## src/rtl/serial_adder_arbiter.sv

```systemverilog
// Bit-serial adder controller: round-robin arbitration between two requesters
// over one shared full-adder cell, LSB-first over WIDTH cycles with a carry FF.
module serial_adder_arbiter #(
    parameter int unsigned WIDTH = 8
) (
    input  logic             clk,
    input  logic             rst_n,
    input  logic             req0,
    input  logic [WIDTH-1:0] a0,
    input  logic [WIDTH-1:0] b0,
    input  logic             cin0,
    input  logic             req1,
    input  logic [WIDTH-1:0] a1,
    input  logic [WIDTH-1:0] b1,
    input  logic             cin1,
    output logic             gnt0,
    output logic             gnt1,
    output logic             busy,
    output logic             done,
    output logic             done_id,
    output logic [WIDTH-1:0] sum,
    output logic             cout
);

    localparam int unsigned CW = (WIDTH > 1) ? $clog2(WIDTH) : 1;

    typedef enum logic [1:0] {
        IDLE,
        SHIFT,
        DONE
    } state_t;

    state_t           state_q;
    logic [WIDTH-1:0] a_sr_q;
    logic [WIDTH-1:0] b_sr_q;
    logic [WIDTH-1:0] res_sr_q;
    logic             carry_q;
    logic             owner_q;
    logic             last_id_q;
    logic [CW-1:0]    bit_cnt_q;

    logic             s_d;
    logic             c_d;
    logic             pick1_d;
    logic [WIDTH-1:0] res_sr_d;

    always_comb begin
        s_d     = a_sr_q[0] ^ b_sr_q[0] ^ carry_q;
        c_d     = (a_sr_q[0] & b_sr_q[0]) | (carry_q & (a_sr_q[0] ^ b_sr_q[0]));
        // On a tie, the requester that did not win last time is served.
        pick1_d = req1 & (~req0 | ~last_id_q);
        // Shift-then-overwrite form stays legal when WIDTH is 1.
        res_sr_d            = res_sr_q >> 1;
        res_sr_d[WIDTH-1]   = s_d;
    end

    always_ff @(posedge clk or negedge rst_n) begin
        if (!rst_n) begin
            state_q   <= IDLE;
            a_sr_q    <= '0;
            b_sr_q    <= '0;
            res_sr_q  <= '0;
            carry_q   <= 1'b0;
            owner_q   <= 1'b0;
            last_id_q <= 1'b1;
            bit_cnt_q <= '0;
            gnt0      <= 1'b0;
            gnt1      <= 1'b0;
            busy      <= 1'b0;
            done      <= 1'b0;
            done_id   <= 1'b0;
            sum       <= '0;
            cout      <= 1'b0;
        end else begin
            gnt0 <= 1'b0;
            gnt1 <= 1'b0;
            case (state_q)
                IDLE: begin
                    if (req0 | req1) begin
                        a_sr_q    <= pick1_d ? a1 : a0;
                        b_sr_q    <= pick1_d ? b1 : b0;
                        carry_q   <= pick1_d ? cin1 : cin0;
                        res_sr_q  <= '0;
                        owner_q   <= pick1_d;
                        last_id_q <= pick1_d;
                        bit_cnt_q <= '0;
                        gnt0      <= ~pick1_d;
                        gnt1      <= pick1_d;
                        busy      <= 1'b1;
                        state_q   <= SHIFT;
                    end
                end
                SHIFT: begin
                    a_sr_q    <= a_sr_q >> 1;
                    b_sr_q    <= b_sr_q >> 1;
                    res_sr_q  <= res_sr_d;
                    carry_q   <= c_d;
                    bit_cnt_q <= bit_cnt_q + CW'(1);
                    if (bit_cnt_q == CW'(WIDTH - 1)) begin
                        sum     <= res_sr_d;
                        cout    <= c_d;
                        done_id <= owner_q;
                        done    <= 1'b1;
                        state_q <= DONE;
                    end
                end
                DONE: begin
                    done    <= 1'b0;
                    busy    <= 1'b0;
                    state_q <= IDLE;
                end
                default: begin
                    state_q <= IDLE;
                end
            endcase
        end
    end

endmodule

```

## config.mk

```make
export PLATFORM = sky130hd
export DESIGN_NAME = serial_adder_arbiter
export DESIGN_NICKNAME = d
export VERILOG_FILES = /design/src/rtl/serial_adder_arbiter.sv
export SDC_FILE = /design/constraint.sdc
export NUM_CORES = 1
export LEC_CHECK = 0
export CAP_MARGIN = 20
export CORE_MARGIN = 8
export CORE_UTILIZATION = 35
export DETAILED_ROUTE_END_ITERATION = 8
export HOLD_SLACK_MARGIN = 0.1
export SYNTH_ARGS = -nofsm -noshare
export SYNTH_HDL_FRONTEND = slang
export SYNTH_SLANG_ARGS = --single-unit
```

## constraint.sdc

```tcl
create_clock -name clk -period 1.4 [get_ports clk]
set_input_delay 0.21 -clock clk [delete_from_list [all_inputs] [get_ports clk]]
set_output_delay 0.21 -clock clk [all_outputs]
set_load 0.03 [all_outputs]
```

* After elaboration in Yosys (flattened, before gate mapping)
Index checks and enable logic that the tools add are counted.
** Word-level totals
- Register bits after elaboration :: 46
- Input bits :: 38
- Output and inout port bits :: 14
- Word-level logic and storage cells :: 66
** Operators by class
- Add/sub/neg operators :: 1
- Equality and inequality tests :: 5
- Multiplexer cells :: 24
- Bitwise gates (word level) :: 11
- Reduce and logical (&&, ||, !) cells :: 10
** Operators with widths (number)
- $pmux 8 s2 :: 3
- $mux 8 :: 5
- $reduce_and 2->1 :: 6
- $mux 1 :: 8
- $pmux 1 s2 :: 3
- $pmux 3 s2 :: 1
- $reduce_bool 2->1 :: 3
- $mux 2 :: 2
- $ne 2x2->1 const B :: 2
- $pmux 2 s2 :: 1
- $add 3x1->3 const B :: 1
- $and 1x1->1 :: 3
- $eq 3x3->1 const B :: 1
- $mux 3 :: 1
- $not 1->1 :: 3
- $or 1x1->1 :: 3
- $eq 2x1->1 const B :: 1
- $eq 2x2->1 const B :: 1
- $logic_not 2->1 :: 1
- $xor 1x1->1 :: 2

* Longest topological paths before layout
- Depth in word-level cells :: 6
- Gate-level depth with buffers :: 5
- Mapped depth without buffers :: 4

* Worst setup path before layout
OpenSTA, ideal clock, no wires.
- Kind :: register to register
- Start :: register bit_cnt_q[0]
- End :: register done_id
- Library setup time :: 0.125 ns
- Data arrival time :: 1.289 ns
- Required time :: 1.275 ns
- Path slack :: -0.014 ns
- Stages on the path, launching flop included :: 6
- Buffers on the path :: 1
- Clock period less this slack :: 1.414 ns
- Cells stage by stage :: dfrtp_1 -> ha_1 -> ha_1 -> nand2_4 -> buf_6 -> mux2_4
** Between the ends
- Cells in the longest elaborated chain, start to end :: 2
** RTL lines
- start: declaration :: line 40 : logic [CW-1:0] bit_cnt_q;
- start signal: assignment :: line 98 : bit_cnt_q <= bit_cnt_q + CW'(1);
- $eq 3x3->1 :: line 99 : if (bit_cnt_q == CW'(WIDTH - 1)) begin
- $reduce_and 2->1 (no line)
- end signal: assignment :: line 102 : done_id <= owner_q;
- end: declaration :: line 20 : output logic done_id,
No other way between the ends.
A chain may end at the register's enable or synchronous reset.

* Worst setup path after layout
- Start :: register a_sr_q[0]
- End :: register sum[7]
** Between the ends
- Cells in the longest elaborated chain, start to end :: 2
** RTL lines
- start: declaration :: line 34 : logic [WIDTH-1:0] a_sr_q;
- start signal: assignment :: line 80 : a_sr_q <= pick1_d ? a1 : a0;
- start signal: assignment :: line 94 : a_sr_q <= a_sr_q >> 1;
- $xor 1x1->1 (2 in series) :: line 48 : s_d = a_sr_q[0] ^ b_sr_q[0] ^ carry_q;
- net s_d :: line 42 : logic s_d;
- end signal: assignment :: line 100 : sum <= res_sr_d;
- end: declaration :: line 21 : output logic [WIDTH-1:0] sum,
The timed path passes the listed nets, and every way through them passes these cells.

==> results.sh <==
export IMPL_outcome="complete, no violations"
export IMPL_cp_end_kind="register"
export IMPL_holdPathEnd="last_id_q$_DFFE_PN1P_"
export IMPL_root_buffer="clkbuf_8"
export IMPL_rows=28
export IMPL_crit_buf_inv=0
export IMPL_ys_types=29
export IMPL_clk_pin_slew_ns=0.09
export IMPL_overflow=0
export IMPL_r2r_slack_ns=0.07
export IMPL_avgRoutedWirePerCell_um=15.5
export IMPL_area_growth_syn_to_layout_pct=41.7
export IMPL_synthesis_nets=220
export IMPL_antenna_found_initial=0
export IMPL_drc=0
export IMPL_placedCellCount=311
export IMPL_critPathLaunchType="register"
export IMPL_synth_top_family_by_area="multiplexers"
export IMPL_gp_congestion=0.710
export IMPL_fp_coreArea_sq_um=5850
export IMPL_synth_area_top_cells="dfrtp_1 53%, mux2i_1 9.1%, mux2_4 6.5%"
export IMPL_r2r_cells=2
export IMPL_synth_edf_count=0
export IMPL_p_clk_frac=0.159
export IMPL_drt_total_wl_um=5010
export IMPL_yosysSeqAreaShare=0.540
export IMPL_synth_adder_area_share=0.0216
export IMPL_ios=52
export IMPL_grt_pass1_wl_um=8670
export IMPL_tightest_slew_ns=0.319
export IMPL_diodes=0
export IMPL_die_w_um=93.2
export IMPL_die_area_sq_um=8690
export IMPL_path_delay_family="adder cells"
export IMPL_final_area_sq_um=2960
export IMPL_synth_compound_area_frac=0.144
export IMPL_hold_viol=0
export IMPL_switching_share=0.377
export IMPL_p_int_uw=3530
export IMPL_max_freq_ghz=0.751
export IMPL_ir_drop_mv=0.771
export IMPL_clock_skew_ns=0.0106
export IMPL_cts_sinks=45
export IMPL_period_share=0.951
export IMPL_final_net_count=288
export IMPL_grtUsageTotal=0.123
export IMPL_fin_setup_tns_ns=0
export IMPL_ant_nets=0
export IMPL_synthSimpleGateAreaFrac=0.0779
export IMPL_drive_gt1_frac=0.206
export IMPL_clk_path_buf_depth=2
export IMPL_period_needed_ns=1.33
export IMPL_die_h_um=93.2
export IMPL_min_delay_start="req0"
export IMPL_synth_top_area_share=0.527
export IMPL_synth_xor_area_frac=0
export IMPL_final_setup_viol_count=0
export IMPL_hp_class="in2reg"
export IMPL_critPathArrivalTime_ns=1.52
export IMPL_start_util=0.357
export IMPL_htreeDepth=2
export IMPL_timing_rr_end="sum[7]$_DFFE_PN0P_"
export IMPL_slowest_stage="fa_1"
export IMPL_yosys_warnings=0
export IMPL_p_comb_frac=0.457
export IMPL_cts_tree="built"
export IMPL_grt_pass1_vias=1702
export IMPL_synthMuxAreaShare=0.161
export IMPL_syn_area_per_cell_sq_um=11.7
export IMPL_io_buffers=51
export IMPL_finish_utilization=0.506
export IMPL_power_leakage_uw=0.00136
export IMPL_criticalPathCategory="reg2reg"
export IMPL_power_per_cell_area_nw_per_um2=1920
export IMPL_whs_path_depth=2
export IMPL_synth_top_area_cell="dfrtp_1"
export IMPL_first_iter_violations=79
export IMPL_async_flop_share=1.00
export IMPL_r2r_start="a_sr_q[0]$_DFFE_PN0P_"
export IMPL_ys_ff_latch=45
export IMPL_synth_common_cells="44 x dfrtp_1, 30 x nand2_1, 22 x o21ai_0"
export IMPL_slew_headroom=0.788
export IMPL_cts_buffers=5
export IMPL_vias=1584
export IMPL_synthesis_area_sq_um=2090
export IMPL_cp_slowest_stage_delay_ns=0.52
export IMPL_hpwlAfterDp_um=3480
export IMPL_p_sw_uw=2140
export IMPL_max_cap_viol_count=0
export IMPL_ys_flop_type="dfrtp_1"
export IMPL_drt_pass1_iterations=4
export IMPL_n_fill_cell=555
export IMPL_placed_cell_area_sq_um=2770
export IMPL_required_ns=1.59
export IMPL_yosysMostFrequentCell="dfrtp_1"
export IMPL_maxSlewViolCount=0
export IMPL_seqPwrFrac=0.384
export IMPL_grt_start_max_net_pins=46
export IMPL_whs_ns=0.230
export IMPL_syn_inst=179
export IMPL_crit_chain="fa_1, mux2_4"
export IMPL_cp_max_fo=2
export IMPL_vias_per_cell=4.90
export IMPL_fin_cells=323
export IMPL_clock_latency_ns=0.30
timing repair:
| action | 4_1_cts | 5_1_grt |
|---|---|---|
| hold buffers | 1 | 0 |
| pin swaps | 0 | 3 |
| resized for setup | 16 | 10 |
| setup buffers | 0 | 2 |
| endpoints found under the hold margin | 44 | 0 |
| gates cloned | 0 | 2 |
| setup endpoints to repair | 28 | 19 |
per-layer routing:
| metal | routed length, um | track usage | up-vias |
|---|---|---|---|
| met5 | 0 | 0 | - |
| met4 | 31 | 0.0362 | 0 |
| met3 | 218 | 0.0256 | 5 |
| met2 | 2470 | 0.205 | 31 |
| met1 | 2290 | 0.156 | 780 |
| li1 | - | - | 768 |
layout make-up:
| class | instances | area, sq um | area share |
|---|---|---|---|
| flip-flops and latches | 45 | 1130 | 0.381 |
| multi-input cells | 116 | 902 | 0.305 |
| repair buffers | 71 | 704 | 0.238 |
| clock buffers | 7 | 96.3 | 0.0326 |
| well taps | 75 | 93.8 | 0.0317 |
| inverters | 8 | 30.0 | 0.0101 |
| clock inverters | 1 | 5.00 | 0.00169 |
state kept, by name, indices dropped and copies added (netlist names):
| signal | flops |
|---|---|
| cout | 1 |
| a_sr_q | 8 |
| busy | 1 |
| last_id_q | 1 |
| bit_cnt_q | 3 |
| done | 1 |
| owner_q | 1 |
| gnt0 | 1 |
| sum | 8 |
| gnt1 | 1 |
| res_sr_q | 7 |
| b_sr_q | 8 |
| state_q | 2 |
| done_id | 1 |
| carry_q | 1 |
per-stage QoR:
stage / setup WS, ns / total power [uW]
after detailed placement: -0.270 / 4760
after floorplan: 0.0321 / 3780
final: 0.0679 / 5670
after global routing: -0.00220 / 6080
after global placement: -0.224 / 4700
after CTS: 0.00249 / 5550
cell families after synthesis:
family | Yosys count
compound gates | 45
fa+ha+maj | 3
buf+inv | 19
flops | 45
mux | 29
simple gates | 38
worst register-to-register path, cell delays in order (launching register included):
cell	delay, ns
dfrtp_1	0.42
fa_1	0.52
mux2_4	0.28
cells in the final DEF, fill, tap and decap left out, drive strengths merged, types with 2 or more instances in the layout:
master,count
dlymetal6s2s,2
buf,19
nor2,3
dlygate4sd2,14
clkdlybuf4s50,34
o221ai,12
nand2,32
a21o,2
dfrtp,44
mux2i,19
ha,2
o21ai,23
inv,8
o211ai,3
mux2,10
clkbuf,8
how the worst max path moves through the flow:
| stage | cells past startpoint | slack, ns | start | end |
|---|---|---|---|---|
| detailed placement | 5 | -0.27 | req0 | b_sr_q[0]$_DFFE_PN0P_ |
| global placement | 5 | -0.22 | req0 | b_sr_q[0]$_DFFE_PN0P_ |
| global route | 4 | -0.002 | state_q[0]$_DFFE_PN0P_ | b_sr_q[6]$_DFFE_PN0P_ |
| CTS | 4 | 0.002 | bit_cnt_q[0]$_DFFE_PN0P_ | cout$_DFFE_PN0P_ |
| finish | 2 | 0.07 | a_sr_q[0]$_DFFE_PN0P_ | sum[7]$_DFFE_PN0P_ |
| floorplan | 5 | 0.03 | bit_cnt_q[0]$_DFFE_PN0P_ | done_id$_DFFE_PN0P_ |
power groups by stage:
| stage | clock network (uW) | registers, uW | logic [uW] |
|---|---|---|---|
| 2_1_floorplan | 0 | 2460 | 1320 |
| 3_3_place_gp | 0 | 2180 | 2510 |
| 3_5_place_dp | 0 | 2190 | 2570 |
| 4_1_cts | 906 | 2170 | 2480 |
| 5_1_grt | 959 | 2250 | 2870 |
| 6_report | 904 | 2180 | 2590 |
No activity file was read; power rests on OpenSTA's default activity.
